==> src/rtl/apb_arb_pkg.sv <==
// Shared types and constants for the two-requester APB bus arbiter.
package apb_arb_pkg;

    // Number of bus requesters (core load/store port and DMA/test port).
    localparam int unsigned NUM_REQ = 2;

    // Peripheral slot index is taken from this address field.
    localparam int unsigned SLV_SEL_LSB = 12;
    localparam int unsigned SLV_SEL_W   = 4;

    // APB master sequencing states.
    typedef enum logic [1:0] {
        ST_IDLE,
        ST_SETUP,
        ST_ACCESS,
        ST_RESP
    } state_e;

endpackage

==> src/rtl/rr_arbiter_2.sv <==
// Two-way round-robin arbiter: pointer holder wins a tie, a lone requester
// always wins, and the pointer moves to the other requester after a grant.
module rr_arbiter_2
    import apb_arb_pkg::*;
(
    input  logic [NUM_REQ-1:0] req_i,
    input  logic               ptr_i,
    input  logic               gnt_en_i,
    output logic [NUM_REQ-1:0] gnt_o,
    output logic               ptr_o
);

    // Grant selection and next pointer value.
    always_comb begin
        gnt_o = req_i;
        if (req_i == 2'b11) begin
            gnt_o = ptr_i ? 2'b10 : 2'b01;
        end
        ptr_o = ptr_i;
        if (gnt_en_i && (gnt_o != '0)) begin
            // Granting requester 0 hands priority to 1 and vice versa.
            ptr_o = gnt_o[0];
        end
    end

endmodule

==> src/rtl/apb_bus_arbiter.sv <==
// APB master front end shared by two requesters: round-robin grant, slot
// decode, SETUP/ACCESS sequencing with timeout, registered completion.
module apb_bus_arbiter
    import apb_arb_pkg::*;
#(
    parameter int unsigned NUM_SLV = 4,
    parameter int unsigned ADDR_W  = 32,
    parameter int unsigned TIMEOUT = 16
) (
    input  logic                            PCLK,
    input  logic                            PRESET,
    input  logic [NUM_REQ-1:0]              req,
    input  logic [NUM_REQ-1:0][ADDR_W-1:0]  addr,
    input  logic [NUM_REQ-1:0]              write,
    input  logic [NUM_REQ-1:0][31:0]        wdata,
    output logic [NUM_REQ-1:0]              done,
    output logic [NUM_REQ-1:0]              err,
    output logic [31:0]                     rdata,
    output logic [ADDR_W-1:0]               PADDR,
    output logic                            PWRITE,
    output logic [31:0]                     PWDATA,
    output logic                            PENABLE,
    output logic [NUM_SLV-1:0]              PSEL,
    input  logic [NUM_SLV-1:0][31:0]        PRDATA,
    input  logic [NUM_SLV-1:0]              PREADY
);

    localparam int unsigned CNT_W = $clog2(TIMEOUT + 1);

    state_e                 state_q, state_d;
    logic                   ptr_q, ptr_d;
    logic                   gidx_q, gidx_d;
    logic [SLV_SEL_W-1:0]   slot_q, slot_d;
    logic [CNT_W-1:0]       cnt_q, cnt_d;
    logic [ADDR_W-1:0]      paddr_q, paddr_d;
    logic                   pwrite_q, pwrite_d;
    logic [31:0]            pwdata_q, pwdata_d;
    logic                   penable_q, penable_d;
    logic [NUM_SLV-1:0]     psel_q, psel_d;
    logic [NUM_REQ-1:0]     done_q, done_d;
    logic [NUM_REQ-1:0]     err_q, err_d;
    logic [31:0]            rdata_q, rdata_d;

    logic [NUM_REQ-1:0]     gnt;
    logic                   gnt_any;
    logic                   gnt_idx;
    logic                   ptr_nxt;
    logic [SLV_SEL_W-1:0]   req_slot;
    logic                   slot_ok;
    logic                   sel_ready;
    logic [31:0]            sel_rdata;
    logic                   tmo_hit;

    function automatic logic [NUM_SLV-1:0] slot_onehot(input logic [SLV_SEL_W-1:0] s);
        logic [NUM_SLV-1:0] oh;
        oh = '0;
        for (int unsigned i = 0; i < NUM_SLV; i++) begin
            if (s == SLV_SEL_W'(i)) oh[i] = 1'b1;
        end
        return oh;
    endfunction

    rr_arbiter_2 u_arb (
        .req_i    (req),
        .ptr_i    (ptr_q),
        .gnt_en_i (state_q == ST_IDLE),
        .gnt_o    (gnt),
        .ptr_o    (ptr_nxt)
    );

    assign gnt_any  = |gnt;
    assign gnt_idx  = gnt[1];
    assign req_slot = addr[gnt_idx][SLV_SEL_LSB +: SLV_SEL_W];
    assign slot_ok  = (32'(req_slot) < NUM_SLV);
    assign tmo_hit  = (cnt_q == CNT_W'(TIMEOUT));

    // Only the latched slot's ready/read data are ever looked at.
    always_comb begin
        sel_ready = 1'b0;
        sel_rdata = '0;
        for (int unsigned i = 0; i < NUM_SLV; i++) begin
            if (slot_q == SLV_SEL_W'(i)) begin
                sel_ready = PREADY[i];
                sel_rdata = PRDATA[i];
            end
        end
    end

    // State register.
    always_ff @(posedge PCLK) begin
        if (PRESET) state_q <= ST_IDLE;
        else        state_q <= state_d;
    end

    // Next-state logic.
    always_comb begin
        state_d = state_q;
        unique case (state_q)
            ST_IDLE:   if (gnt_any) state_d = slot_ok ? ST_SETUP : ST_RESP;
            ST_SETUP:  state_d = ST_ACCESS;
            ST_ACCESS: if (sel_ready || tmo_hit) state_d = ST_RESP;
            ST_RESP:   state_d = ST_IDLE;
            default:   state_d = ST_IDLE;
        endcase
    end

    // Next values of the registered outputs and the latched request.
    always_comb begin
        ptr_d     = ptr_nxt;
        gidx_d    = gidx_q;
        slot_d    = slot_q;
        cnt_d     = cnt_q;
        paddr_d   = paddr_q;
        pwrite_d  = pwrite_q;
        pwdata_d  = pwdata_q;
        penable_d = 1'b0;
        psel_d    = '0;
        done_d    = '0;
        err_d     = '0;
        rdata_d   = rdata_q;
        unique case (state_q)
            ST_IDLE: begin
                if (gnt_any) begin
                    gidx_d = gnt_idx;
                    if (slot_ok) begin
                        slot_d   = req_slot;
                        paddr_d  = addr[gnt_idx];
                        pwrite_d = write[gnt_idx];
                        pwdata_d = wdata[gnt_idx];
                        psel_d   = slot_onehot(req_slot);
                    end else begin
                        // Unmapped slot: answer straight away, bus untouched.
                        done_d[gnt_idx] = 1'b1;
                        err_d[gnt_idx]  = 1'b1;
                        rdata_d         = '0;
                    end
                end
            end
            ST_SETUP: begin
                psel_d    = slot_onehot(slot_q);
                penable_d = 1'b1;
                cnt_d     = CNT_W'(1);
            end
            ST_ACCESS: begin
                if (sel_ready) begin
                    done_d[gidx_q] = 1'b1;
                    rdata_d        = pwrite_q ? '0 : sel_rdata;
                    cnt_d          = '0;
                end else if (tmo_hit) begin
                    done_d[gidx_q] = 1'b1;
                    err_d[gidx_q]  = 1'b1;
                    rdata_d        = '0;
                    cnt_d          = '0;
                end else begin
                    psel_d    = slot_onehot(slot_q);
                    penable_d = 1'b1;
                    cnt_d     = cnt_q + CNT_W'(1);
                end
            end
            ST_RESP: cnt_d = '0;
            default: cnt_d = '0;
        endcase
    end

    // Datapath and output registers.
    always_ff @(posedge PCLK) begin
        if (PRESET) begin
            ptr_q     <= 1'b0;
            gidx_q    <= 1'b0;
            slot_q    <= '0;
            cnt_q     <= '0;
            paddr_q   <= '0;
            pwrite_q  <= 1'b0;
            pwdata_q  <= '0;
            penable_q <= 1'b0;
            psel_q    <= '0;
            done_q    <= '0;
            err_q     <= '0;
            rdata_q   <= '0;
        end else begin
            ptr_q     <= ptr_d;
            gidx_q    <= gidx_d;
            slot_q    <= slot_d;
            cnt_q     <= cnt_d;
            paddr_q   <= paddr_d;
            pwrite_q  <= pwrite_d;
            pwdata_q  <= pwdata_d;
            penable_q <= penable_d;
            psel_q    <= psel_d;
            done_q    <= done_d;
            err_q     <= err_d;
            rdata_q   <= rdata_d;
        end
    end

    assign PADDR   = paddr_q;
    assign PWRITE  = pwrite_q;
    assign PWDATA  = pwdata_q;
    assign PENABLE = penable_q;
    assign PSEL    = psel_q;
    assign done    = done_q;
    assign err     = err_q;
    assign rdata   = rdata_q;

endmodule
==> config.mk <==
export PLATFORM = sky130hd
export DESIGN_NAME = apb_bus_arbiter
export DESIGN_NICKNAME = d
export VERILOG_FILES = /design/src/rtl/apb_arb_pkg.sv /design/src/rtl/rr_arbiter_2.sv /design/src/rtl/apb_bus_arbiter.sv
export SDC_FILE = /design/constraint.sdc
export NUM_CORES = 1
export LEC_CHECK = 0
export BUFFER_PORTS_ARGS = -buffer_cell sky130_fd_sc_hd__clkbuf_2
export CAP_MARGIN = 20
export CORE_AREA = 2 2 144 146
export DETAILED_ROUTE_END_ITERATION = 16
export DIE_AREA = 0 0 146 148
export PLACE_DENSITY_LB_ADDON = 0.1
export SLEW_MARGIN = 20
export SYNTH_ARGS = -nofsm -noshare
export SYNTH_HDL_FRONTEND = slang
export SYNTH_HIERARCHICAL = 1
export SYNTH_SLANG_ARGS = --single-unit
export TNS_END_PERCENT = 20
==> constraint.sdc <==
create_clock -name PCLK -period 5 [get_ports PCLK]
set_input_delay 0.25 -clock PCLK [delete_from_list [all_inputs] [get_ports PCLK]]
set_output_delay 0.25 -clock PCLK [all_outputs]
set_load 0.02 [all_outputs]
==> out/summary.md, run 1 <==
The synthesis-to-layout area growth was 41.6%; the number of cells produced by synthesis was 633. The post-synthesis async set-or-reset flop share is 0. Following the worst setup path forward leads to its endpoint at rdata[14]. For the worst flop-to-flop path, the logic depth is 4. The first detailed-routing pass took 4 iterations. The number of distinct library cell variants in the gate-level netlist after synthesis was 50; the number of cells in the design after placement was 1220.

Setup repair after global routing left no endpoint under its margin. Clock skew on the completed layout was measured at 8.67 ps. The tools report the register cell area after layout as 2300 um^2. The run gives 5858 as the via count of the routed design. At the placement stage, the worst setup path has a slack of 2190 ps.

The analysis attributes to cell leakage a power of 3.94 nW. TritonCTS built the clock tree. The insertion delay to the later sink of the worst-skew pair was 410 ps. 372 I/O pins were placed. The worst register-to-register path begins at slot_q[1]. The final instance area came out at 8730 um^2.

The logs give 115 for the clock sink count and 0.231 mV for the maximum VDD drop. In this run the most critical hold path is launched from addr[30]. The die is 146 um wide. The register-to-register path setup slack is 2280 ps, and the number of clock buffers inserted by TritonCTS is 17.

In this run the worst path has a maximum fanout of 53. STA classifies the critical path startpoint as a register. The number of placement rows is 52, and the average wire length per cell after detail routing is 16.1 um.

The flow ran to the end, and the final reports show no timing, DRC or antenna violations. The first global-routing pass estimated 30.9 mm of wire. The total setup violations reported at the end of the flow was 0; the maximum number of pins on one net before global-route repair was 98. The worst setup path is captured at a register. After clock tree synthesis, the clock-pin slew on the worst setup and hold paths is 60 ps. The run gives 150 as the detailed router's first-iteration violation count.

After synthesis, the mean cell area works out to 9.74 um^2. The clock period could shrink to 2720 ps. Of all cell types, the one taking the most synthesized area is dfxtp_1.

The global-route total usage across every layer is 0.183. Post-CTS setup buffer count: 0. The number of antenna violations at the first check in global routing was 0; the slew at the pin closest to its max-slew limit was 1040 ps. The number of global-route vias before repair is 5781, and the DRC violation count after routing is 0.

The final hold violation count was 0; the total number of H-tree levels was 4. Floorplan core area: 20000 um^2. Across the run, the number of max-cap violations was 0.

After layout, the worst setup slack is 2280 ps. The cell area that synthesis handed to floorplanning was 6170 um^2. The max-slew violation total from the final report was 0. Yosys mapped a number of flops with a built-in enable equal to 0. The die covers 21600 um^2. The net count of the finished layout is 1243.

Summed over all failing endpoints, the final setup total negative slack is 0 ps. Counting flops and latches in the post-synthesis netlist gives 115. Sorting the synthesized cells by area gives the leading types as dfxtp_1 37%, mux2i_1 16%, mux2_2 8.8%. The die span in y was 148 um. The proportion of netlist area held by the largest area contributor was 0.373. Among all flip-flop cells after synthesis, the most frequent one is dfxtp_1. Count of buffers inserted at the top-level ports: 371. The multi-input combinational cells in the finished layout cover a total of 3550 um^2. In the routed layout, each cell is associated on average with a via count of 4.68. The category of the critical setup timing path is reg2reg. The tightest hold path in the finished design has a slack of 159 ps. The longest clock path from root to sink contains 2 buffers.

Summing all placed instances gives a cell area of 8130 um^2. The capturing point of the worst reg2reg path is rdata[14]. Power spread over the standard cell area amounts to 413 nW/um^2.

The run gives 0.305 as the worst slew margin relative to its limit. The clock tree root buffer cell was clkbuf_16. Wires add up to 20.2 mm.

Data arrives at the worst endpoint at 3060 ps. Gates resized during post-CTS repair numbered 0. The count of nets left with antenna violations once routing finished came out at 0.

The initial core utilization is 0.308. The worst hold path belongs to the class in2reg. 0 antenna diodes ended up in the layout. For the total of hold buffers inserted after clock tree synthesis, the log shows 0. The most critical setup path has its startpoint at slot_q[1]. Routability-driven placement finished with a final weighted congestion of 0.752. The non-filler instance count after layout was 1252; the sum of overflow across all layers after global routing was 0. The share of the clock period used by the worst path after layout came out at 0.544. The tools report the part of the Yosys area used for sequential elements as 0.373.

The number of nets handed over by synthesis was 907. Once detailed placement completed, the half-perimeter wirelength came to 15.5 mm. STA puts the critical path data required time at 5330 ps. For this run, the number of Yosys warnings is 6.

The fraction of final layout cells sized beyond drive strength 1 came out at 0.475. The logs give 2026 for the number of fill cells in the layout and 0.367 GHz for the upper clock frequency limit.
[metrics by stage]
stage | total power [W] | util
2_1_floorplan | 0.00205 | -
3_5_place_dp | 0.00240 | 0.406
3_3_place_gp | 0.00241 | 0.406
4_1_cts | 0.00366 | 0.436
5_1_grt | 0.00382 | 0.436
6_report | 0.00360 | 0.436
[critical path, cell delays in order (launching register included)]
cell and delay, ps:
dfxtp_2 950, mux4_2 370, and4b_1 850, o221ai_1 280, mux2i_1 190
[cells in the mapped netlist, types with 5 or more instances]
master	n
a211o_1	7
a211oi_1	71
a21oi_1	6
buf_1	5
buf_2	31
clkbuf_1	18
dfxtp_1	115
ha_1	8
inv_1	8
mux2_2	48
mux2i_1	98
nand2_1	6
nand2b_1	35
nand3_1	5
nor2_1	74
nor2b_1	10
nor3_1	7
o221ai_1	24
o22ai_1	12
[sequential cells by signal, summed over array words and instances, names as in the netlist]
signal	count
PWDATA	32
rdata	32
PADDR	29
cnt_q	5
PSEL	4
slot_q	3
done	2
err	2
state_q	2
PENABLE	1
PWRITE	1
gidx_q	1
ptr_q	1
[layout make-up]
| class | instances | area share |
|---|---|---|
| Clock buffer | 19 | 0.0507 |
| Sequential cell | 115 | 0.264 |
| Timing Repair Buffer | 377 | 0.218 |
| Multi-Input combinational cell | 450 | 0.407 |
| Clock inverter | 13 | 0.0182 |
| Tap cell | 270 | 0.0387 |
| Inverter | 8 | 0.00344 |
[power breakdown]
| group | switching (W) | leakage (nW) | internal [W] |
|---|---|---|---|
| sequential | 0.0000893 | 0.935 | 0.00104 |
| combinational | 0.000719 | 2.72 | 0.000521 |
| clock | 0.000439 | 0.289 | 0.000795 |
[logic make-up (layout without fill, tap and decap cells)]
kind of cell	Yosys count	count (layout)	share of synthesized area
and+or+nand+nor	153	153	0.126
muxes	148	148	0.254
AOI/OAI and AO/OA	138	138	0.173
DFF	115	115	0.373
buffers and inverters	68	417	0.0532
adders and majority gates	8	8	0.0162
xor gates and xnor gates	3	3	0.00426
[how the worst min path moves through the flow]
stage | slack [ps] | cells after the start | to
3_5_place_dp | 470 | 2 | rdata[24]
5_1_grt | 160 | 3 | PWDATA[21]
6_report | 160 | 3 | PADDR[30]
2_1_floorplan | 470 | 2 | ptr_q
3_3_place_gp | 470 | 2 | rdata[25]
4_1_cts | 140 | 3 | PWDATA[21]
[layout by cell type, fill, tap and decap left out, types with 2 or more instances in the layout]
cell	Yosys	layout
o31ai_1	2	2
nand4_1	2	2
clkinv_4	0	2
clkbuf_16	0	17
mux2i_1	98	98
o221ai_1	24	24
xor2_1	2	2
mux4_2	2	2
dfxtp_1	115	113
nor3_1	7	7
nand3_1	5	5
a21boi_0	2	2
nor2b_1	10	10
clkinv_2	0	4
nor2_1	74	74
mux2_2	48	48
nor3b_1	2	2
o22ai_1	12	12
a211o_1	7	7
a211oi_1	71	71
buf_4	3	7
clkinvlp_4	0	3
nand2_1	6	6
a21oi_1	6	6
nand4b_1	3	3
nand2b_1	35	35
o21ai_1	3	3
clkbuf_2	0	370
dfxtp_2	0	2
inv_1	8	8
ha_1	8	8
bufinv_16	0	3
[layer usage]
layer | up-vias | global-route usage | part of all wire
met5 | - | 0 | 0
met4 | 0 | 0.0558 | 0.012
met3 | 16 | 0.0688 | 0.090
met2 | 243 | 0.323 | 0.49
met1 | 2559 | 0.206 | 0.41
li1 | 3040 | - | -
Note: power is estimated with default switching activity, not from simulation.
==> run 2, diff against run 1 <==
--- a/config.mk
+++ b/config.mk
@@ -5,11 +5,12 @@
 export SDC_FILE = /design/constraint.sdc
 export NUM_CORES = 1
 export LEC_CHECK = 0
+export ABC_AREA = 1
 export BUFFER_PORTS_ARGS = -buffer_cell sky130_fd_sc_hd__clkbuf_2
 export CAP_MARGIN = 20
-export CORE_AREA = 2 2 144 146
+export CORE_AREA = 2 2 146 148
 export DETAILED_ROUTE_END_ITERATION = 16
-export DIE_AREA = 0 0 146 148
+export DIE_AREA = 0 0 148 150
 export PLACE_DENSITY_LB_ADDON = 0.1
 export SLEW_MARGIN = 20
 export SYNTH_ARGS = -nofsm -noshare
==> constraint.sdc (replaced) <==
create_clock -name PCLK -period 2.7 [get_ports PCLK]
set_input_delay 0.135 -clock PCLK [delete_from_list [all_inputs] [get_ports PCLK]]
set_output_delay 0.135 -clock PCLK [all_outputs]
set_load 0.02 [all_outputs]
==> out/summary.md, run 2 <==
The slew at the pin closest to its max-slew limit works out to 702 ps. The clock network fraction of design power is 0.301. The clock arrives with 8.14 ps of skew. The number of different library cells used by synthesis comes to 32.

The fraction of final layout cells sized beyond drive strength 1 is 0.294, and the detailed router's first-iteration violation count is 280. After routing the design area is 10200 um^2. Synthesis produced a netlist with a net count of 1290. The most common cell in the netlist was nand2_1.

By area the synthesized netlist is led by dfxtp_1 37%, nand2_1 19%, nor2_1 11%. The maximum fanout along the worst path is 61. The register share of total power is 0.272.

The final design utilization was 0.492; the worst path required time was 3050 ps. The tools report the number of clock buffers inserted by TritonCTS as 17. The logs give 0.00826 W for the overall power of the completed layout and 0 ps for the setup TNS.

During I/O placement, the number of pins put on the boundary was 372. At the later pin of the worst-skew pair, clock insertion delay measures 410 ps. From bottom edge to top edge, the die measures 150 um. After detailed placement, the total cell area comes to 8320 um^2.

Summing over every cut layer, the via total after detailed routing is 7997. Yosys mapped a number of flops with a built-in enable equal to 0. The internal portion of total power is 0.00504 W, and the proportion of netlist area held by the largest area contributor is 0.368.

The initial core utilization was 0.302. The worst setup path is launched from a register. The clock net in this run drives a total of 115 sinks. Max-cap violations in this run came to 0. The flow ran to the end, and the final reports show no timing, DRC or antenna violations.

The run gives 18.2 mm as the final HPWL from detailed placement. The data arrival time at the worst-slack endpoint came out at 2870 ps. The run gives 1752 as the final layout net count. Leaving out fill and tap cells, the most frequent cell in the layout is clkbuf_2. The critical path capture point type was a register. The most used flip-flop cell after synthesis was dfxtp_1.

The share of the clock period used by the worst path after layout is 0.931. Setup violations remaining at the end of the flow were counted as 0. The final hold violation count came out at 0. The per-instance average area after synthesis is 6.16 um^2, and the global-route total usage across every layer is 0.225. Setup repair after global routing left no endpoint under its margin.

Before CTS, the worst setup slack after placement is 370 ps. The most area-hungry cell type in the Yosys netlist was dfxtp_1. Across the VDD grid, the largest voltage drop is 0.509 mV. The count of nets left with antenna violations once routing finished came out at 0. For the max-slew violation total from the final report, the log shows 0. The part of the Yosys area used for sequential elements was 0.368; the DRC violation count after routing was 0.

The worst slew margin relative to its limit was 0.532. The run gives 1016 as the number of cells produced by synthesis. The run gives 0.00322 W as the net switching component of the power.

The core region is 20700 um^2. The clock-pin slew on the worst setup and hold paths is 60 ps, and the average via count per standard cell is 4.53. The first global-routing pass estimated 39.3 mm of wire.

The category of the critical setup timing path was reg2reg. After layout, the minimum clock period comes to 2510 ps. Power spread over the standard cell area amounts to 811 nW/um^2. The cell area that synthesis handed to floorplanning was 6260 um^2. The run gives 123 as the maximum number of pins on one net before global-route repair. In the layout the commonest cells are 371 x clkbuf_2, 320 x nand2_1, 190 x nor2_1. The commonest cells after synthesis are 320 x nand2_1, 191 x nor2_1, 115 x dfxtp_1. Setup slack on the critical path of the routed design comes to 186 ps.

In this run the number of H-tree levels came out at 4. The routability congestion estimate from global placement is 0.818. The tree is rooted in a clkbuf_16. The run gives 0 as the sum of overflow across all layers after global routing. TritonCTS built the clock tree. The run gives 0.398 GHz as the upper clock frequency limit. In this run the tool buffered the top-level ports with 371 buffer cells. The average wire length per cell after detail routing works out to 14.7 um.

Number of storage elements in the synthesis netlist: 115. The tools report the number of antenna violations at the first check in global routing as 0. For this run, the number of Yosys warnings is 6. The die is 148 um wide.

Counting along the longest clock path gives a buffer depth of 2. The first detailed-routing pass took 4 iterations. In this run the worst hold path is classified as in2reg.

Post-synthesis async set-or-reset flop share: 0. The area growth from synthesis to layout is 62.8%. Wires add up to 26.0 mm. The floorplan step defined a die boundary enclosing 22200 um^2. The repair_antennas step left the layout with diodes totalling 0.

Summed over all cells, the static leakage comes to 5.49 nW. Fraction of power spent switching nets: 0.390. The floorplan has 53 rows. The part of the total power dissipated in combinational logic was 0.428.

The number of global-route vias before repair was 7858.
==> run 2: cell type report <==
type / count / area [um^2]
clock buffers: 21 / 460
clock inverters: 10 / 180
fillers: 2174 / 10500
inverters: 74 / 278
multi-input cells: 762 / 3400
flip-flops and latches: 115 / 2300
well taps: 275 / 344
repair buffers: 508 / 3220
==> run 2: repair_timing <==
| item | 4_1_cts | 5_1_grt |
|---|---|---|
| hold endpoints to repair | 61 | 0 |
| setup buffers | 0 | 0 |
| resized for setup | 0 | 5 |
| hold buffers | 120 | 0 |
| endpoints found under the setup margin | 0 | 45 |
==> run 2: routing by layer <==
| metal | track usage | share of wire |
|---|---|---|
| met5 | 0 | 0 |
| met4 | 0.0729 | 0.023 |
| met3 | 0.0799 | 0.087 |
| met2 | 0.415 | 0.50 |
| met1 | 0.239 | 0.39 |
==> run 2: power by group through the flow <==
stage          clock, W  combinational (W)  sequential (W)
2_1_floorplan         0            0.00195         0.00260
3_3_place_gp          0            0.00326         0.00227
3_5_place_dp          0            0.00328         0.00227
4_1_cts         0.00253            0.00355         0.00224
5_1_grt         0.00262            0.00402         0.00228
6_report        0.00248            0.00353         0.00224
==> run 2: cell families after synthesis <==
kind of cell | synth area share
AOI/OAI and AO/OA | 0.156
xor gates and xnor gates | 0.00140
adders and majority gates | 0.0160
buffers and inverters | 0.0926
DFF | 0.368
and+or+nand+nor | 0.366
==> run 2: path summary, 6_finish.rpt <==
path	start	endpoint	slack, ps	cells after the start
min reg2reg	gidx_q	done[1]	510	2
max reg2reg	ptr_q	PADDR[25]	190	9
min	wdata[60]	PWDATA[28]	50	3
max	ptr_q	PADDR[25]	190	9
==> run 2: through the flow <==
stage | hold WS, ps | cells
2_1_floorplan | 296 | 1016
5_1_grt | 36.5 | 1765
3_3_place_gp | 388 | 1613
3_5_place_dp | 391 | 1613
6_report | 46.9 | 1765
4_1_cts | 30.6 | 1764
==> run 2: critical path: stages (launching register included) <==
cell           delay, ps
dfxtp_1              340
inv_1                 80
a21boi_4             170
buf_4                250
nor2_1               140
nor2_4               260
clkbuf_16            320
o21ai_0              130
a31oi_1              170
dlygate4sd3_1        560
==> run 3, diff against run 2 <==
==> constraint.sdc (replaced) <==
create_clock -name PCLK -period 2.5 [get_ports PCLK]
set_input_delay 0.125 -clock PCLK [delete_from_list [all_inputs] [get_ports PCLK]]
set_output_delay 0.125 -clock PCLK [all_outputs]
set_load 0.02 [all_outputs]
==> out/summary.md, run 3 (synthesis gave the netlist of run 2 again) <==
Setup violations remaining at the end of the flow were counted as 0. Setup slack closes at 132 ps. After detailed placement, the design holds a cell count of 1618.

Count of buffers inserted at the top-level ports: 371. For this run, the post-layout net count is 1762. TritonCTS built the clock tree. Max-cap violations in this run came to 0. The total number of H-tree levels was 4. The global-route total usage across every layer was 0.227; the number of antenna violations at the first check in global routing was 3. Highest-delay cell along the critical path: dlygate4sd3_1.

The capturing point of the worst reg2reg path was PADDR[31]. Along the worst path, the maximum fanout reaches 21. The finished layout holds 1779 standard cells, fillers aside. For the final routed database, the setup TNS stands at 0 ps.

Relative to the synthesized area, the layout overhead comes to 65.5%. The final design utilization was 0.500; the insertion delay to the later sink of the worst-skew pair was 420 ps. The tools report the clock tree root buffer cell as clkbuf_16. In this run the horizontal extent of the chip is 148 um. The path class of the tightest hold or removal check is in2reg. The tools report the number of placement rows as 53. Timing analysis after detailed placement gives a worst setup slack of 398 ps.

The worst slew margin relative to its limit was 0.548. The top cell family by delay on the critical path is buffers and inverters. After detailed routing, the number of remaining DRC violations is 0. The most critical setup path has its endpoint at PADDR[31]. The first routing iteration left 295 violations. The die span in y works out to 150 um.

The initial core utilization came out at 0.302. In the final layout, the multi-input gates occupy 3400 um^2. Detailed placement ended at an HPWL of 18.6 mm.

The number of nets still failing antenna checks after routing is 0, and the sum of overflow across all layers after global routing is 0. The worst register-to-register path begins at ptr_q. For this design, the sink count on the clock tree is 115. For the area of the die, the log shows 22200 um^2. The worst setup path is launched from a register. After layout, the minimum clock period comes to 2370 ps. Tracing the worst setup path back leads to its startpoint at ptr_q. Fill cells in the final layout number 2185. Data on the critical path is required at its endpoint by 2860 ps. The register cell area after layout is 2300 um^2. In the layout the commonest cells are 371 x clkbuf_2, 318 x nand2_1, 190 x nor2_1. Data arrives at the worst endpoint at 2730 ps. The worst setup path is captured at a register. The most used cell along the critical path was nand2_2. The final hold violation count is 0, and the via count of the routed design is 8115. Traced cell by cell, the critical path runs through inv_1 > a21boi_4 > nand3b_1 > nand2_2 > nand2_2 > nor2_4 > buf_12 > buf_16 > o21ai_0 > a31oi_1 > dlygate4sd3_1. Counting both buffers and inverters, the worst setup path holds a total of 4. Slew at the pin closest to its max-slew limit: 678 ps. On the worst path, the slowest cell contributes a delay of 570 ps. The clock arrives with 9.06 ps of skew. The number of global-route vias before repair was 7830; the worst reg-to-reg path cell count was 11.

The average via count per standard cell is 4.56, and the max-slew violation total from the final report is 0. The tools report the upper clock frequency limit as 0.422 GHz. The number of clock buffers added by TritonCTS is 17. The first global-routing pass estimated 39.7 mm of wire.

Source of the worst hold timing path: wdata[60]. The fraction of final layout cells sized beyond drive strength 1 came out at 0.302. The flow ran to the end, and the final reports show no timing, DRC or antenna violations. In this run the count of I/O pins placed on the die edge is 372. The count of cell instances traversed by the critical path was 11.

Setup repair after global routing left no endpoint under its margin. The power per unit of standard cell area is 864 nW/um^2. After floorplanning, the core was sized to cover 20700 um^2. The logs give 5 for the number of optimization iterations in the first detailed-route pass and 0.494 mV for the maximum VDD drop. The worst register-to-register path has a setup slack of 130 ps. Share of the clock period used by the worst path after layout: 0.947. The most common cell after layout, fill and taps aside is clkbuf_2. The critical path is of the reg2reg type. Summed over all cells, the static leakage comes to 5.56 nW. The routability congestion estimate from global placement was 0.827; the maximum number of pins on one net before global-route repair was 64. For this block, the routed nets add up to 26.1 mm of wire.

In the final routed layout, each cell accounts on average for 14.7 um. The final hold slack was 29.6 ps; the buffer levels on the longest clock path was 2. The clock-pin slew on the worst setup and hold paths came out at 60 ps.
## run 3: cell count changes in the layout (fill, tap and decap cells not counted), moves of 2 or more
cell,before,now
clkinvlp_4,2,4
nand2_1,320,318
bufinv_16,5,3
buf_12,1,6
clkinv_4,0,3
diode_2,0,3
clkbuf_1,2,0
inv_6,0,3
nand2_2,1,3
buf_16,0,2
clkbuf_8,2,0
buf_4,14,16
## run 3: worst reg2reg max path, delay by kind of cell, from the launching register on
kind	cells	cell delay (ps)
AND/OR/NAND/NOR	4	490
AO/OA/AOI/OAI	3	490
flip-flops	1	340
buffers and inverters	4	980
## run 3: how the worst min path moves through the flow
stage                       endpoint  slack [ps]  depth (start not counted)
after floorplan            PADDR[20]         290                          2
after global placement      PADDR[9]         380                          3
after detailed placement   PWDATA[1]         380                          3
after CTS                 PWDATA[28]          10                          3
after global routing      PWDATA[28]          30                          3
final                     PWDATA[28]          30                          3
## run 3: final cells by class
| type | count | share of cell area |
|---|---|---|
| tap | 275 | 0.0332 |
| inverter | 74 | 0.0268 |
| clock inverter | 15 | 0.0176 |
| sequential | 115 | 0.222 |
| timing repair buffer | 518 | 0.330 |
| antenna | 3 | 0.000725 |
| multi-input combinational | 762 | 0.328 |
| clock buffer | 17 | 0.0411 |
## run 3: report_power, final
| group | total (W) | internal [W] | switching, W |
|---|---|---|---|
| clock | 0.00253 | 0.00158 | 0.000950 |
| combinational | 0.00400 | 0.00157 | 0.00243 |
| sequential | 0.00243 | 0.00221 | 0.000221 |
| total | 0.00895 | 0.00535 | 0.00360 |
## run 3: timing repair
action | CTS | global route
buffers inserted | 0 | 4
hold buffers | 120 | 0
setup endpoints to repair | 0 | 58
endpoints found under the hold margin | 61 | 0
gates resized for setup | 0 | 6
## run 3: per-layer routing
| metal | share of wire | routed length, um | track usage |
|---|---|---|---|
| met2 | 0.50 | 13000 | 0.406 |
| met3 | 0.080 | 2090 | 0.0750 |
| met4 | 0.019 | 494 | 0.0824 |
| met5 | 0 | 0 | 0 |
| met1 | 0.40 | 10500 | 0.250 |
## run 3: through the flow
step	instance area [um^2]	total power [W]
3_5_place_dp	8410	0.00612
5_1_grt	10400	0.00966
4_1_cts	10200	0.00896
6_report	10400	0.00895
3_3_place_gp	8410	0.00611
2_1_floorplan	6260	0.00491
